### config.mk
export PLATFORM = sky130hd
export DESIGN_NAME = mem_access_sequencer
export DESIGN_NICKNAME = d
export VERILOG_FILES = /design/src/rtl/mem_pkg.sv /design/src/rtl/mas_timer.sv /design/src/rtl/mem_access_sequencer.sv
export SDC_FILE = /design/constraint.sdc
export NUM_CORES = 1
export LEC_CHECK = 0
export CORE_AREA = 4 4 121 123
export CTS_BUF_LIST = sky130_fd_sc_hd__clkbuf_2 sky130_fd_sc_hd__clkbuf_4 sky130_fd_sc_hd__clkbuf_8
export DETAILED_ROUTE_END_ITERATION = 8
export DIE_AREA = 0 0 125 127
export DONT_BUFFER_PORTS = 1
export PLACE_DENSITY_LB_ADDON = 0.25
export SKIP_LAST_GASP = 1
export SYNTH_ARGS = -nofsm -noshare
export SYNTH_HDL_FRONTEND = slang
export SYNTH_SLANG_ARGS = --single-unit
### constraint.sdc
create_clock -name Clk -period 2.3 [get_ports Clk]
set_input_delay 0.46 -clock Clk [delete_from_list [all_inputs] [get_ports Clk]]
set_output_delay 0.46 -clock Clk [all_outputs]
set_load 0.1 [all_outputs]
### src/rtl/mem_pkg.sv
// Shared constants and opcode decode for the memory access sequencer.
// State codes are plain 3-bit constants so the encoding is stable for external checkers.
package mem_pkg;

  localparam logic [5:0] OP_LW = 6'b100011;
  localparam logic [5:0] OP_SW = 6'b101011;
  localparam logic [5:0] OP_LH = 6'b100001;
  localparam logic [5:0] OP_SH = 6'b101001;
  localparam logic [5:0] OP_LB = 6'b100000;
  localparam logic [5:0] OP_SB = 6'b101000;

  localparam logic [2:0] ST_IDLE  = 3'd0;
  localparam logic [2:0] ST_READ  = 3'd1;
  localparam logic [2:0] ST_MERGE = 3'd2;
  localparam logic [2:0] ST_WRITE = 3'd3;
  localparam logic [2:0] ST_RESP  = 3'd4;

  localparam int ACK_TIMEOUT_DEF = 16;

  typedef enum logic [1:0] {
    SZ_WORD = 2'd0,
    SZ_HALF = 2'd1,
    SZ_BYTE = 2'd2
  } op_size_e;

  typedef struct packed {
    logic     legal;
    logic     store;
    op_size_e size;
  } op_info_t;

  function automatic op_info_t decode_op(input logic [5:0] opc);
    op_info_t info;
    info = '{legal: 1'b1, store: 1'b0, size: SZ_WORD};
    case (opc)
      OP_LW: info.size = SZ_WORD;
      OP_SW: info.store = 1'b1;
      OP_LH: info.size = SZ_HALF;
      OP_SH: begin
        info.store = 1'b1;
        info.size  = SZ_HALF;
      end
      OP_LB: info.size = SZ_BYTE;
      OP_SB: begin
        info.store = 1'b1;
        info.size  = SZ_BYTE;
      end
      default: info.legal = 1'b0;
    endcase
    return info;
  endfunction

  function automatic logic misaligned(input op_info_t info, input logic [1:0] low);
    logic bad;
    case (info.size)
      SZ_WORD: bad = (low != 2'b00);
      SZ_HALF: bad = low[0];
      default: bad = 1'b0;
    endcase
    return bad;
  endfunction

endpackage

### src/rtl/mas_timer.sv
// Ack-wait counter: counts enabled cycles, flags the last allowed cycle.
// A clear wins over enable so each new access phase starts from zero.
module mas_timer #(
  parameter int LIMIT = 16
) (
  input  logic       Clk,
  input  logic       Reset,
  input  logic       clear,
  input  logic       enable,
  output logic [4:0] count,
  output logic       expired
);

  localparam logic [4:0] LAST = 5'(LIMIT - 1);

  always_ff @(posedge Clk or negedge Reset) begin
    if (!Reset) begin
      count <= 5'd0;
    end else if (clear) begin
      count <= 5'd0;
    end else if (enable) begin
      count <= count + 5'd1;
    end
  end

  // Asserted during the LIMIT-th waiting cycle, so the phase lasts exactly LIMIT cycles.
  assign expired = enable && (count == LAST);

endmodule

### src/rtl/mem_access_sequencer.sv
// Sequences execute-stage load/store requests onto a word-wide data memory,
// using an external merge unit for sub-word reads and read-modify-write stores.
module mem_access_sequencer
  import mem_pkg::*;
#(
  parameter int ACK_TIMEOUT = ACK_TIMEOUT_DEF
) (
  input  logic        Clk,
  input  logic        Reset,
  input  logic        req_valid,
  output logic        req_ready,
  input  logic [5:0]  req_opcode,
  input  logic [31:0] req_addr,
  input  logic [31:0] req_rt,
  output logic        mem_en,
  output logic        mem_we,
  output logic [31:0] mem_addr,
  output logic [31:0] mem_wdata,
  input  logic [31:0] mem_rdata,
  input  logic        mem_ack,
  output logic [31:0] dec_memout,
  output logic [31:0] dec_rt,
  output logic [5:0]  dec_opcode,
  output logic [1:0]  dec_op,
  input  logic [31:0] dec_result,
  output logic        rsp_valid,
  output logic [31:0] rsp_data,
  output logic        rsp_err,
  output logic        stall,
  output logic [2:0]  dbg_state,
  output logic [4:0]  dbg_count
);

  // Handshake: a request transfers on a rising edge where req_valid && req_ready;
  // req_valid is ignored whenever req_ready is low, and stall reports that case.

  logic [2:0]  state;
  logic [2:0]  state_nxt;
  logic        ready_en;
  logic        set_err;
  logic        err_q;
  logic [5:0]  lat_opcode;
  logic [31:0] lat_addr;
  logic [31:0] lat_rt;
  op_info_t    lat_info;
  logic [31:0] rdata_q;
  logic [31:0] merged_q;

  op_info_t    req_info;
  logic        req_bad;
  logic        accept;

  logic        tmr_clear;
  logic        tmr_en;
  logic        tmr_expired;
  logic [4:0]  tmr_count;

  assign req_info = decode_op(req_opcode);
  assign req_bad  = !req_info.legal || misaligned(req_info, req_addr[1:0]);
  assign accept   = req_valid && req_ready;

  always_comb begin
    state_nxt = state;
    set_err   = 1'b0;
    case (state)
      ST_IDLE: begin
        if (accept) begin
          if (req_bad) begin
            state_nxt = ST_RESP;
            set_err   = 1'b1;
          end else if (req_info.store && (req_info.size == SZ_WORD)) begin
            state_nxt = ST_WRITE;
          end else begin
            state_nxt = ST_READ;
          end
        end
      end
      ST_READ: begin
        if (mem_ack) begin
          state_nxt = (lat_info.size == SZ_WORD) ? ST_RESP : ST_MERGE;
        end else if (tmr_expired) begin
          state_nxt = ST_RESP;
          set_err   = 1'b1;
        end
      end
      ST_MERGE: begin
        state_nxt = lat_info.store ? ST_WRITE : ST_RESP;
      end
      ST_WRITE: begin
        if (mem_ack) begin
          state_nxt = ST_RESP;
        end else if (tmr_expired) begin
          state_nxt = ST_RESP;
          set_err   = 1'b1;
        end
      end
      ST_RESP: begin
        state_nxt = ST_IDLE;
      end
      default: begin
        state_nxt = ST_IDLE;
      end
    endcase
  end

  assign tmr_en    = (state == ST_READ) || (state == ST_WRITE);
  assign tmr_clear = (state_nxt != state);

  mas_timer #(
    .LIMIT (ACK_TIMEOUT)
  ) u_timer (
    .Clk     (Clk),
    .Reset   (Reset),
    .clear   (tmr_clear),
    .enable  (tmr_en),
    .count   (tmr_count),
    .expired (tmr_expired)
  );

  always_ff @(posedge Clk or negedge Reset) begin
    if (!Reset) begin
      state      <= ST_IDLE;
      ready_en   <= 1'b0;
      err_q      <= 1'b0;
      lat_opcode <= 6'd0;
      lat_addr   <= 32'd0;
      lat_rt     <= 32'd0;
      lat_info   <= '0;
      rdata_q    <= 32'd0;
      merged_q   <= 32'd0;
    end else begin
      // ready_en keeps req_ready low through reset and for the release edge itself.
      ready_en <= 1'b1;
      state    <= state_nxt;
      if (accept) begin
        lat_opcode <= req_opcode;
        lat_addr   <= req_addr;
        lat_rt     <= req_rt;
        lat_info   <= req_info;
        err_q      <= set_err;
      end else if (set_err) begin
        err_q <= 1'b1;
      end
      if ((state == ST_READ) && mem_ack) begin
        rdata_q <= mem_rdata;
      end
      if (state == ST_MERGE) begin
        merged_q <= dec_result;
      end
    end
  end

  // Memory-side outputs are decoded from state so a reset drops them at once.
  assign req_ready = ready_en && (state == ST_IDLE);
  assign mem_en    = (state == ST_READ) || (state == ST_WRITE);
  assign mem_we    = (state == ST_WRITE);
  assign mem_addr  = mem_en ? {lat_addr[31:2], 2'b00} : 32'd0;
  assign mem_wdata = (state == ST_WRITE)
                     ? ((lat_info.size == SZ_WORD) ? lat_rt : merged_q)
                     : 32'd0;

  assign dec_memout = rdata_q;
  assign dec_rt     = lat_rt;
  assign dec_opcode = lat_opcode;
  assign dec_op     = lat_addr[1:0];

  always_comb begin
    rsp_data = 32'd0;
    if ((state == ST_RESP) && !err_q && !lat_info.store) begin
      rsp_data = (lat_info.size == SZ_WORD) ? rdata_q : merged_q;
    end
  end

  assign rsp_valid = (state == ST_RESP);
  assign rsp_err   = (state == ST_RESP) && err_q;
  assign stall     = req_valid && !req_ready;
  assign dbg_state = state;
  assign dbg_count = tmr_count;

endmodule

# == Yosys cells after proc, flatten, opt, wreduce, memory -nomap -nowiden ==
# Index checks and enable logic that the tools add are counted.
# Widths: inputs -> output; s select.
# word_totals
ff_bits,147
inputBits,138
word_cells,78
# classes
add_sub_neg,1
eq_ne,13
mux,27
reduce_logical,26
# ops
operator,n
$mux 32,5
$eq 6x6->1 const B,6
$mux 3,7
$pmux 3 s4,1
$mux 5,2
$logic_and 1x1->1,9
$mux 1,8
$eq 3x2->1 const B,2
$reduce_bool 2->1,3
$reduce_or 2->1,3
$reduce_or 6->1,1
$add 5x1->5 const B,1
$eq 5x4->1 const B,1
$logic_not 1->1,4
$logic_not 2->1,2
$pmux 1 s2,2
$pmux 2 s2,1
$eq 3x1->1 const B,1
$eq 3x3->1 const B,1
$logic_not 3->1,1
$ne 3x3->1,1
$reduce_or 3->1,1
$eq 2x1->1 const B,1
$logic_or 1x1->1,2
$mux 2,1

# == Depth between registers and ports, before layout ==
# depth
word_depth,11
mapped_depth,6
mapped_depth_nobuf,6

# == Cells and area by module ==
# A second synthesis with hierarchy kept.
# hier_totals
hier_cells,582
hier_area_um2,7095.6
# by_module_without_submodules
mod,instances,cells_per_inst,area_each_um2,seq_area_each_um2
mem_access_sequencer,1,558,6810.3,3553.4
mas_timer,1,24,285.3,125.1

# == Worst setup path before layout ==
# No wires, ideal clock.
# synth_timing
path_kind,register to output
startpoint,"register state[2], in the netlist dbg_state[2]"
endpoint,output rsp_data[10]
arrival_time_ps,5521
required_time_ps,1840
path_slack_ps,-3681
stages_incl_launch_ff,6
n_path_buf,1
path_cell_list,dfrtp_1 -> inv_1 -> nor3_1 -> nand2_1 -> clkbuf_1 -> a21oi_1
# synth_via
elab_chain_len,4
# synth_lines
element,line,text
"start, declared",mem_access_sequencer.sv:37,logic [2:0] state;
"start signal, assigned",mem_access_sequencer.sv:134,state <= state_nxt;
$eq 3x3->1,n/a,
via rsp_valid,mem_access_sequencer.sv:26,"output logic rsp_valid,"
$logic_and 1x1->1 (2 in series),mem_access_sequencer.sv:169,if ((state == ST_RESP) && !err_q && !lat_info.store) begin
$mux 32,mem_access_sequencer.sv:169,
"end, declared",mem_access_sequencer.sv:27,"output logic [31:0] rsp_data,"
# The timed path passes the listed nets, and every way through them passes these cells.

# == Worst setup path after layout ==
# layout_timing
startpoint,"register state[0], in the netlist dbg_state[0]"
endpoint,output rsp_data[17]
# layout_via
elab_chain_len,4
# layout_lines
element,line
$eq 3x3->1,mem_access_sequencer.sv:169
$logic_and 1x1->1 (2 in series),mem_access_sequencer.sv:169
$mux 32,mem_access_sequencer.sv:169
# No other way between the ends.

==> out/results.txt <==
Clk sinks: 147
RSZ-0062 raised after global routing: yes
Final Power: 8520 µW
Sequential Power Share: 0.393
Synth Instances: 576
Routed wire length per instance: 24.4 µm
Routed via count: 5424
CTS tree: done
Most frequently used flop master after synthesis: dfrtp_1
Worst R2R Setup Slack: 0.13 ns
Share of layout cells above drive strength 1: 0.626
Clk slew on worst S/H paths: 0.08 ns
Syn Std Cell Area: 6710 µm²
Layout Utilization: 0.825
Drt pass-1 iters: 5
Final instance area: 11300 µm²
Largest net degree at the start of global routing: 148
Setup crit start kind: register
Max incr delay on CP: 0.53 ns
Vias in the first global route: 6138
Worst Path Buf+Inv: 2
Synth warn: 0
Commonest cells in the netlist: 147 x dfrtp_1, 131 x mux2_2, 104 x nand2_1
Max clock buf depth: 2
First-pass GRT wire length: 35.7 mm
Clock share of power: 0.244
Final WS setup: -0.0731 ns
VDD IR max: 0.722 mV
Site row count: 43
Fmax: 421 MHz
MaxCap Viol Count: 0
Routed wire length: 23.4 mm
Sw Ratio: 0.429
Data required time of the worst path: 1.84 ns
Die Wd: 125 µm
Fin Clk Skew: 0.0152 ns
Average vias per placed instance: 5.67
Cell chain of the critical path: nor3_4 > nand2_4 > buf_12 > a21oi_4 > buf_12
Measured slew at the worst slew-check pin: 0.921 ns
Arrival @ worst endpoint: 1.91 ns
H-Tree Depth: 4
CP Class: reg2out
Number of antenna violations at the first check in global routing: 5
Rel. slew slack: 0.386
Final Max Tran Viols: 0
GPL Wtd Cong: 0.835
Outcome: complete, but fails checks
CORE AREA: 13700 µm²
Leading area contributor after synthesis: dfrtp_1
Port buffer count: 0
Die ar.: 15900 µm²
Number of synthesized register bits: 147
Critical Path Fanout Max: 18
Failing checks: hold timing, setup timing
P per Cell Area: 756 nW/µm²
Internal: 4860 µW
Area contributors post-synth: dfrtp_1 55%, mux2_2 22%, nand2_1 5.8%, a21oi_1 4.9%, and2_1 2.9%
Final Setup Violations: 96
CTS buffer count: 17
Synth top area share: 0.549
EDFF count, synth: 0
Switch Pwr: 3660 µW
Final net count: 903
Register area share after synthesis: 0.549
Min Hold Slack: -0.299 ns
Hold crit path type: in2async
Most common cell in the netlist: dfrtp_1
GRT Util Overall: 0.293
Logic gate share of total power: 0.363
Top delay family on crit path: flip-flops
I/O pin total: 320
Leakage power: 0.00488 µW
Final hold viol count: 147
1st-iter DRT viols: 280
Slowest cell on crit path: dfrtp_4
Hpwl dp: 16.3 mm
Avg Cell Area, Syn: 11.6 µm²
Clock Root Buffer: clkbuf_8
Post-route DRC: 0
Worst-Skew Late Latency: 0.46 ns
Crit path capture type: output port
Remaining global-route overflow: 0
Routed Antenna Nets: 0
Height of the die: 127 µm
CP dominant cell by count: buf_12
Layout overhead on the synthesized area: 68.1%
Fin crit period: 2.37 ns
Area after DPL: 10500 µm²
Fraction of registers with async set/reset: 1.00
Initial Utilization: 0.491
Unique masters post-synth: 37
Period utilisation layout: 1.03
[sequential cells by signal, summed over array words and instances, names as in the netlist]
register / count
ready_en: 1
dbg_state: 3
u_timer.count: 5
lat_info: 3
dec_rt: 32
merged_q: 32
dec_memout: 32
lat_addr: 32
err_q: 1
dec_opcode: 6
[placed cells by master (no fill, tap or decap), drive strengths merged, types with 2 or more instances in the layout]
cell type  netlist  routed
nor3b            5       5
and3             3       3
and2            31      31
inv              6       5
bufinv           0       3
nand2          105     105
o211ai           2       2
nand2b           2       2
nor2             8       8
ha               2       2
clkinvlp         0       5
clkbuf          20      20
o21ai            3       3
xor2             2       2
conb             2       3
a22o             2       2
nand4            2       2
or2              1       3
mux2           133     133
diode            0       4
nor2b            2       2
a21oi           66      66
nand3            2       2
o221ai           2       2
dfrtp          147     147
clkinv           0       3
buf             20     204
[final cells by class]
class	instances	area [µm²]
multi-input cells	386	3890
inverters	6	26.3
diodes	4	10.0
well taps	180	225
fillers	681	2390
repair buffers	205	3040
clock inverters	10	135
flip-flops and latches	147	3690
clock buffers	19	262
[final timing paths]
check                                                to  cells after the start                    startpoint
max in group asynchronous    dec_memout[13]$_DFFE_PN0P_                      0                         Reset
min reg2reg                    lat_addr[21]$_DFFE_PN0P_                      1      lat_addr[21]$_DFFE_PN0P_
max reg2reg                u_timer.count[4]$_DFFE_PN0P_                      6  u_timer.count[0]$_DFFE_PN0P_
min                           dec_memout[1]$_DFFE_PN0P_                      0                         Reset
min in group Clk              dec_memout[6]$_DFFE_PN0P_                      1                  mem_rdata[6]
max                                        rsp_data[17]                      5        dbg_state[0]$_DFF_PN0_
[per-layer routing]
layer	vias to the layer above	track usage	part of all wire
li1	2344	-	-
met1	2749	0.315	0.35
met2	273	0.518	0.53
met3	56	0.118	0.089
met4	2	0.118	0.030
met5	-	0	0.00051
[cells by family (layout without fill, tap and decap cells)]
kind of cell,after synthesis,in the layout,share of synthesized area
AOI/OAI and AO/OA,78,78,0.0629
adders and majority gates,2,2,0.00373
DFF,147,147,0.549
other,2,7,0.00112
and+or+nand+nor,164,166,0.117
buffers and inverters,46,240,0.0381
xor gates and xnor gates,3,3,0.00392
muxes,134,134,0.225
[power by group through the flow]
stage / clock, µW / sequential [µW] / combinational, µW
finish: 2080 / 3350 / 3090
global route: 2220 / 3390 / 3190
CTS: 2100 / 3340 / 3090
detailed placement: 0 / 3390 / 3040
global placement: 0 / 3360 / 2990
floorplan: 0 / 4840 / 980
[metrics by stage]
stage | worst slack [ns] | instances | TNS, ns
floorplan | -0.842 | 577 | -87.41
CTS | -0.0968 | 950 | -5.29
global placement | 0.0254 | 904 | 0
global route | -0.146 | 957 | -9.76
detailed placement | -0.0300 | 904 | -0.0300
finish | -0.0731 | 957 | -3.34
[timing repair]
item                                    4_1_cts  5_1_grt
buffers inserted                             12        1
endpoints found under the setup margin       98       97
pin swaps                                     4        1
cloned                                        5        2
gates resized for setup                      29       13
endpoints found under the hold margin       147      147
Power figures use the tool's default switching activity.
